## config.mk

```make
export PLATFORM = sky130hd
export DESIGN_NAME = mod9_count_monitor
export DESIGN_NICKNAME = d
export VERILOG_FILES = /design/src/rtl/mod9_count_monitor.sv
export SDC_FILE = /design/constraint.sdc
export NUM_CORES = 1
export LEC_CHECK = 0
export ABC_CLOCK_PERIOD_IN_PS = 2400
export CELL_PAD_IN_SITES_DETAIL_PLACEMENT = 1
export CELL_PAD_IN_SITES_GLOBAL_PLACEMENT = 1
export CORE_MARGIN = 2
export CORE_UTILIZATION = 43
export DETAILED_ROUTE_END_ITERATION = 8
export DONT_BUFFER_PORTS = 1
export PLACE_DENSITY = 0.84
export SLEW_MARGIN = 10
export SYNTH_ARGS = -nofsm -noshare
export SYNTH_HDL_FRONTEND = slang
export SYNTH_SLANG_ARGS = --single-unit
```

## constraint.sdc

```tcl
create_clock -name clk -period 2.4 [get_ports clk]
set_input_delay 0.48 -clock clk [delete_from_list [all_inputs] [get_ports clk]]
set_output_delay 0.48 -clock clk [all_outputs]
set_load 0.02 [all_outputs]
```

## src/rtl/mod9_count_monitor.sv

```systemverilog
// rtl/mod9_count_monitor.sv - checker that predicts and verifies a loadable MOD-9 up/down counter
module mod9_count_monitor #(
    parameter int WRAP_W      = 8,
    parameter int ERR_W       = 8,
    parameter bit HALT_ON_ERR = 1'b0
) (
    input  logic              clk,
    input  logic              rst,
    input  logic              clr,
    input  logic              cnt_rst,
    input  logic              cnt_load,
    input  logic              cnt_control,
    input  logic [3:0]        cnt_I,
    input  logic [3:0]        cnt_q,
    output logic              synced,
    output logic              up_wrap,
    output logic              dn_wrap,
    output logic [WRAP_W-1:0] up_wraps,
    output logic [WRAP_W-1:0] dn_wraps,
    output logic              err_pulse,
    output logic              err,
    output logic [ERR_W-1:0]  err_cnt,
    output logic [3:0]        err_exp,
    output logic [3:0]        err_got
);

    typedef enum logic [1:0] {
        SYNC  = 2'd0,
        TRACK = 2'd1,
        FAULT = 2'd2
    } state_t;

    state_t     state;
    state_t     state_nx;
    logic [3:0] exp_r;
    logic       up_ctx;
    logic       dn_ctx;
    logic [3:0] q_next;
    logic       cmp_en;
    logic       err_ev;
    logic       up_ev;
    logic       dn_ev;

    // Next-q prediction from the tapped counter inputs and its present q
    always_comb begin
        q_next = 4'd0;
        if (cnt_rst) begin
            q_next = 4'd0;
        end else if (cnt_load && (cnt_I < 4'd9)) begin
            q_next = cnt_I;
        end else if (cnt_control && (cnt_q < 4'd8)) begin
            q_next = cnt_q + 4'd1;
        end else if (cnt_control && (cnt_q == 4'd8)) begin
            q_next = 4'd0;
        end else if (!cnt_control && (cnt_q == 4'd0)) begin
            q_next = 4'd8;
        end else begin
            q_next = cnt_q - 4'd1;
        end
    end

    // Prediction and wrap context always follow the actual q, which resyncs after a mismatch
    always_ff @(posedge clk or posedge rst) begin
        if (rst) begin
            exp_r  <= 4'd0;
            up_ctx <= 1'b0;
            dn_ctx <= 1'b0;
        end else begin
            exp_r  <= q_next;
            up_ctx <= (cnt_q == 4'd8) && cnt_control && !cnt_rst && !cnt_load;
            dn_ctx <= (cnt_q == 4'd0) && !cnt_control && !cnt_rst && !cnt_load;
        end
    end

    // State register
    always_ff @(posedge clk or posedge rst) begin
        if (rst) begin
            state <= SYNC;
        end else begin
            state <= state_nx;
        end
    end

    // Next-state logic: clr always returns to SYNC; FAULT is left only by clr/rst
    always_comb begin
        state_nx = state;
        if (clr) begin
            state_nx = SYNC;
        end else begin
            case (state)
                SYNC:    state_nx = TRACK;
                TRACK:   state_nx = (err_ev && HALT_ON_ERR) ? FAULT : TRACK;
                FAULT:   state_nx = FAULT;
                default: state_nx = SYNC;
            endcase
        end
    end

    // Output/event decode: compares only in TRACK, and clr suppresses any event that cycle
    always_comb begin
        synced = (state == TRACK);
        cmp_en = (state == TRACK) && !clr;
        err_ev = cmp_en && ((cnt_q != exp_r) || (cnt_q > 4'd8));
        up_ev  = cmp_en && !err_ev && up_ctx && (cnt_q == 4'd0);
        dn_ev  = cmp_en && !err_ev && dn_ctx && (cnt_q == 4'd8);
    end

    // Registered pulses, saturating statistics and first-error capture
    always_ff @(posedge clk or posedge rst) begin
        if (rst) begin
            err_pulse <= 1'b0;
            up_wrap   <= 1'b0;
            dn_wrap   <= 1'b0;
            up_wraps  <= '0;
            dn_wraps  <= '0;
            err       <= 1'b0;
            err_cnt   <= '0;
            err_exp   <= 4'd0;
            err_got   <= 4'd0;
        end else if (clr) begin
            err_pulse <= 1'b0;
            up_wrap   <= 1'b0;
            dn_wrap   <= 1'b0;
            up_wraps  <= '0;
            dn_wraps  <= '0;
            err       <= 1'b0;
            err_cnt   <= '0;
            err_exp   <= 4'd0;
            err_got   <= 4'd0;
        end else begin
            err_pulse <= err_ev;
            up_wrap   <= up_ev;
            dn_wrap   <= dn_ev;
            if (up_ev && (up_wraps != {WRAP_W{1'b1}})) begin
                up_wraps <= up_wraps + WRAP_W'(1);
            end
            if (dn_ev && (dn_wraps != {WRAP_W{1'b1}})) begin
                dn_wraps <= dn_wraps + WRAP_W'(1);
            end
            if (err_ev) begin
                err <= 1'b1;
                if (!err) begin
                    err_exp <= exp_r;
                    err_got <= cnt_q;
                end
                if (err_cnt != {ERR_W{1'b1}}) begin
                    err_cnt <= err_cnt + ERR_W'(1);
                end
            end
        end
    end

endmodule

```

---- Word-level counts from Yosys, hierarchy flattened ----
Index checks and enable logic that the tools add are counted.
cells by class
  add/sub/neg operators ................... 5
  $lt $le $gt $ge ......................... 3
  equality and inequality tests ........... 8
  multiplexer cells ....................... 25
  reductions and logical operators ........ 32
operators by type and width
  kind                 number
  $mux 8               7
  $mux 4               11
  $add 8x1->8 const B  3
  $ne 8x8->1 const B   3
  $logic_and 1x1->1    17
  $lt 4x4->1 const B   2
  $reduce_bool 2->1    4
  $logic_not 1->1      5
  $mux 1               5
  $add 4x1->4 const B  1
  $eq 4x4->1 const B   1
  $gt 4x4->1 const B   1
  $logic_not 4->1      1
  $ne 4x4->1           1
  $pmux 2 s2           1
  $reduce_and 2->1     2
  $sub 4x1->4 const B  1
  $eq 2x1->1 const B   1
  $eq 2x2->1 const B   1
  $logic_not 2->1      1
  $mux 2               1
  $ne 2x2->1 const B   1
  $reduce_or 2->1      1
  $logic_or 1x1->1     1
storage, ports and cells
  register bits after elaboration ......... 44
  input port bits ......................... 14
  output and inout port bits .............. 37
  logic and storage cells ................. 86

---- Logic depth before layout (Yosys ltp) ----
  word-level depth ........................ 10
  gate-level depth with buffers ........... 8
  depth with buffers taken out ............ 7

---- Worst setup path before layout ----
Ideal clock, no wire load.
  path type ............................... input port to flip-flop
  from .................................... in cnt_q[0]
  to ...................................... reg up_wraps[5]
  library setup time ...................... 0.078 ns
  arrival time ............................ 2.366 ns
  required time ........................... 2.322 ns
  path slack .............................. -0.044 ns
  cell stages on the path ................. 8
  buffers on the path ..................... 1
  path through ............................ inv_1 ha_1 nand2b_1 or4_4 or3b_1 buf_2 or4_1 a21oi_1
between the ends
  cells in the longest elaborated chain, start to end .. 9
  elaborated cells between the ends (all ways) .. 11
  classes of those cells .................. order compare: 1; eq/ne: 1; reduce/logical: 9
ends and longest elaborated chain
  element                                          line  text
  from (decl)                                      14    input logic [3:0] cnt_q,
  $gt 4x4->1 / $ne 4x4->1 (equally long branches)  103   err_ev = cmp_en && ((cnt_q != exp_r) || (cnt_q > 4'd8));
  $logic_or 1x1->1                                 103
  $logic_and 1x1->1                                103
  $logic_not 1->1                                  104   up_ev = cmp_en && !err_ev && up_ctx && (cnt_q == 4'd0);
  $logic_and 1x1->1 (2 in series)                  104
  $logic_and 1x1->1 (*)                            104
  $logic_and 1x1->1 (*)                            134   if (up_ev && (up_wraps != {WRAP_W{1'b1}})) begin
  $reduce_bool 2->1 (no line) (*)                  -
  to (signal assigned)                             135   up_wraps <= up_wraps + WRAP_W'(1);
  to (decl)                                        18    output logic [WRAP_W-1:0] up_wraps,
Mark *: on every way between the ends. The rest lies on a longest branch, timed or not.
A chain may end at the register's enable or synchronous reset.

---- Worst setup path after layout ----
  from .................................... reg state[1]
  to ...................................... reg up_wraps[5]
between the ends
  cells in the longest elaborated chain, start to end .. 9
ends and longest elaborated chain
  element                              line  text
  from (decl)                          33    state_t state;
  from (signal assigned)               80    state <= state_nx;
  $eq 2x1->1 (*)                       102   cmp_en = (state == TRACK) && !clr;
  $logic_and 1x1->1 (*)                102
  $logic_and 1x1->1                    103
  $logic_not 1->1                      104
  $logic_and 1x1->1 (*) (3 in series)  104
  $logic_and 1x1->1 (*)                134
  $reduce_bool 2->1 (no line) (*)      -
Marks and branches as above.

==> metrics.txt <==
CP Capture Type=register; Pleak=0.00112 uW; ANT cells=0; drt pass-1 iters=4; initial antenna violation count=0; CTS Buf Count=5; average size of a mapped cell=slightly below 10 sq um; Residual DRC=0; RD Place Congestion=0.842; clock sink count=44; Die H=77.5 um; syn nets=259; Final Max Slew Viols=0; Syn Std Cell Area=0.00232 sq mm; CP cell instances=or3b_4 -> or4_4 -> or3b_4 -> or4_1 -> a21oi_1; DR iter-0 viols=80; Worst Path Required=2.63 ns; unrepaired setup endpoints after global routing=no; final wirelength=5840 um; Synth top cells by count=dfrtp_1 (44), nor2_1 (27), nand2_1 (16); r2r worst-path depth=5; Slew headroom=63.2%; Synth Register Bits=44; HP Class=input pin to asynchronous set/reset pin; Fin. Hold Viols=0; Tcrit/Tclk final=95.7%; fin util=roughly half; ys async rst share=100%; clk_lat worst skew=0.30 ns; WP data arrival=2.53 ns; R2R Setup Slk=0.10 ns; Startpoint Class=register; maximum clock path buffer count=2; crit path launch=state[1]; CP Max Fanout=7; IO Count=just over 50; Buffers on Ports=0; Post-synth EDFFs=0; synth unique cells=48; Core Area=0.00517 sq mm; root buffer cell=clkbuf_8; Die Area=0.00601 sq mm; DRT antenna net count=0; Post-CTS Hold Buffers=0; CTS tree=yes; Pwr per Cell Area=approximately 550 mW/mm^2; H-tree depth=2; Site Rows=26; Top FF cell, synth=dfrtp_1; final net count=274; total number of vias=1,911; Worst-Margin Slew=~0.55 ns; register area share after synthesis=47.4%; Hold WS=0.0349 ns; most frequent cell after synthesis=dfrtp_1; Starting Density=44.9%; crit-path most repeated cell=or3b_4; first-pass GRT wire length=9830 um; Final Instance Count excl. Fillers=325; DIE WIDTH=slightly below 80 um; Min Clock Period, post-route=roughly 2.3 ns; Clock Skew=0.00624 ns; DP HPWL=4240 um; total congestion overflow=0; gr usage total=20.5%; Area contributors post-synth=dfrtp_1 (47%), mux2i_1 (6.0%), nor2_1 (4.4%), ha_1 (3.2%), a21oi_1 (3.0%); maxcap violations=0; clock transition at the registers of the reported paths=approximately 0.08 ns; area leader, netlist=dfrtp_1; wire per inst=between 15 and 20 um; status=finished clean; reg-to-reg startpoint=state[1]; Worst R2R End=up_wraps[5]; Placed Instances=317; crit path kind=register to register; Synth top area share=47.4%; slowest cell delay on critical path=around 0.43 ns; largest net degree at the start of global routing=42; Setup violations, final=0; share of cells above drive strength 1=14.1%; Crit-path slowest cell=or4_4; Synth Instances=239; Yosys warning count=0; peak supply drop=228 uV; Area Growth Syn to Fin=11.9%; Fmax achieved=435 MHz; number of global-route vias before repair=2,054; vias per cell=slightly below 6
==> routing by layer <==
metal  global-route usage, %  part of all wire (%)  up-vias
met2                    33.7                    49       47
met3                    7.56                   6.5        7
met5                       0                     0        -
met4                    6.61                   1.5        0
met1                    24.9                    43      967
li1                        -                     -      890
==> per-stage QoR <==
| stage | total power (uW) | TNS [ns] | setup WS [ns] | area (sq um) |
|---|---|---|---|---|
| 2_1_floorplan | 921 | -0.00189 | -0.00189 | 2330 |
| 3_5_place_dp | 951 | 0 | 0.000165 | 2510 |
| 6_report | 1420 | 0 | 0.102 | 2600 |
| 3_3_place_gp | 947 | 0 | 0.0477 | 2510 |
| 5_1_grt | 1490 | 0 | 0.0511 | 2600 |
| 4_1_cts | 1440 | 0 | 0.0517 | 2600 |
==> how the worst max path moves through the flow <==
stage | endpoint | slack (ns) | depth (start not counted)
5_1_grt | up_wraps[5] | 0.05 | 5
4_1_cts | up_wraps[5] | 0.05 | 5
2_1_floorplan | up_wraps[5] | -0.002 | 8
6_report | up_wraps[5] | 0.10 | 5
3_3_place_gp | up_wraps[5] | 0.05 | 7
3_5_place_dp | up_wraps[5] | 0.0002 | 7
==> critical path: cells and delay by family, from the launching register on <==
kind | cells | cell delay (ns)
AOI/OAI and AO/OA | 1 | 0.14
DFF | 1 | 0.42
and+or+nand+nor | 4 | 1.66
==> state kept, by name, summed over array words and instances, names as in the netlist <==
signal	cells
dn_wraps	8
err_cnt	8
up_wraps	8
err_exp	4
err_got	4
exp_r	4
state	2
dn_ctx	1
dn_wrap	1
err	1
err_pulse	1
up_ctx	1
up_wrap	1
==> logic make-up (layout without fill, tap and decap cells) <==
family	after synthesis	count (layout)	synth area share (%)
AO/OA/AOI/OAI	42	42	11.9
XOR/XNOR	10	10	3.77
adder cells (fa/ha/maj)	6	6	3.23
buffers and inverters	17	33	2.85
flip-flops	44	44	47.4
multiplexers	16	16	7.00
AND/OR/NAND/NOR	104	104	23.9
==> layout make-up <==
class | instances | area (sq um)
Fill cell | 600 | 2570
Multi-Input combinational cell | 178 | 1170
Sequential cell | 44 | 1100
Timing Repair Buffer | 16 | 120
Clock buffer | 8 | 90.1
Tap cell | 70 | 87.6
Inverter | 9 | 33.8
==> layout by cell type, fill, tap and decap left out, types with 8 or more instances in the layout <==
cell type,Yosys,final
nor2_1,27,27
buf_4,0,16
dfrtp_1,44,44
mux2i_1,14,14
nand2_1,16,16
inv_1,9,8
nand3_1,13,13
a21oi_1,14,14
==> power breakdown <==
part	internal (uW)	switching, uW	leakage (uW)	total, uW
logic	58.3	73.7	0.000473	132
clock network	235	251	0.0000455	486
registers	762	40.1	0.000601	802
total	1060	365	0.00112	1420
==> repair_timing <==
action,CTS,global route
setup buffers,0,0
setup endpoints to repair,0,1
endpoints found under the hold margin,0,0
resized for setup,0,1
(Power assumes the default switching activity.)
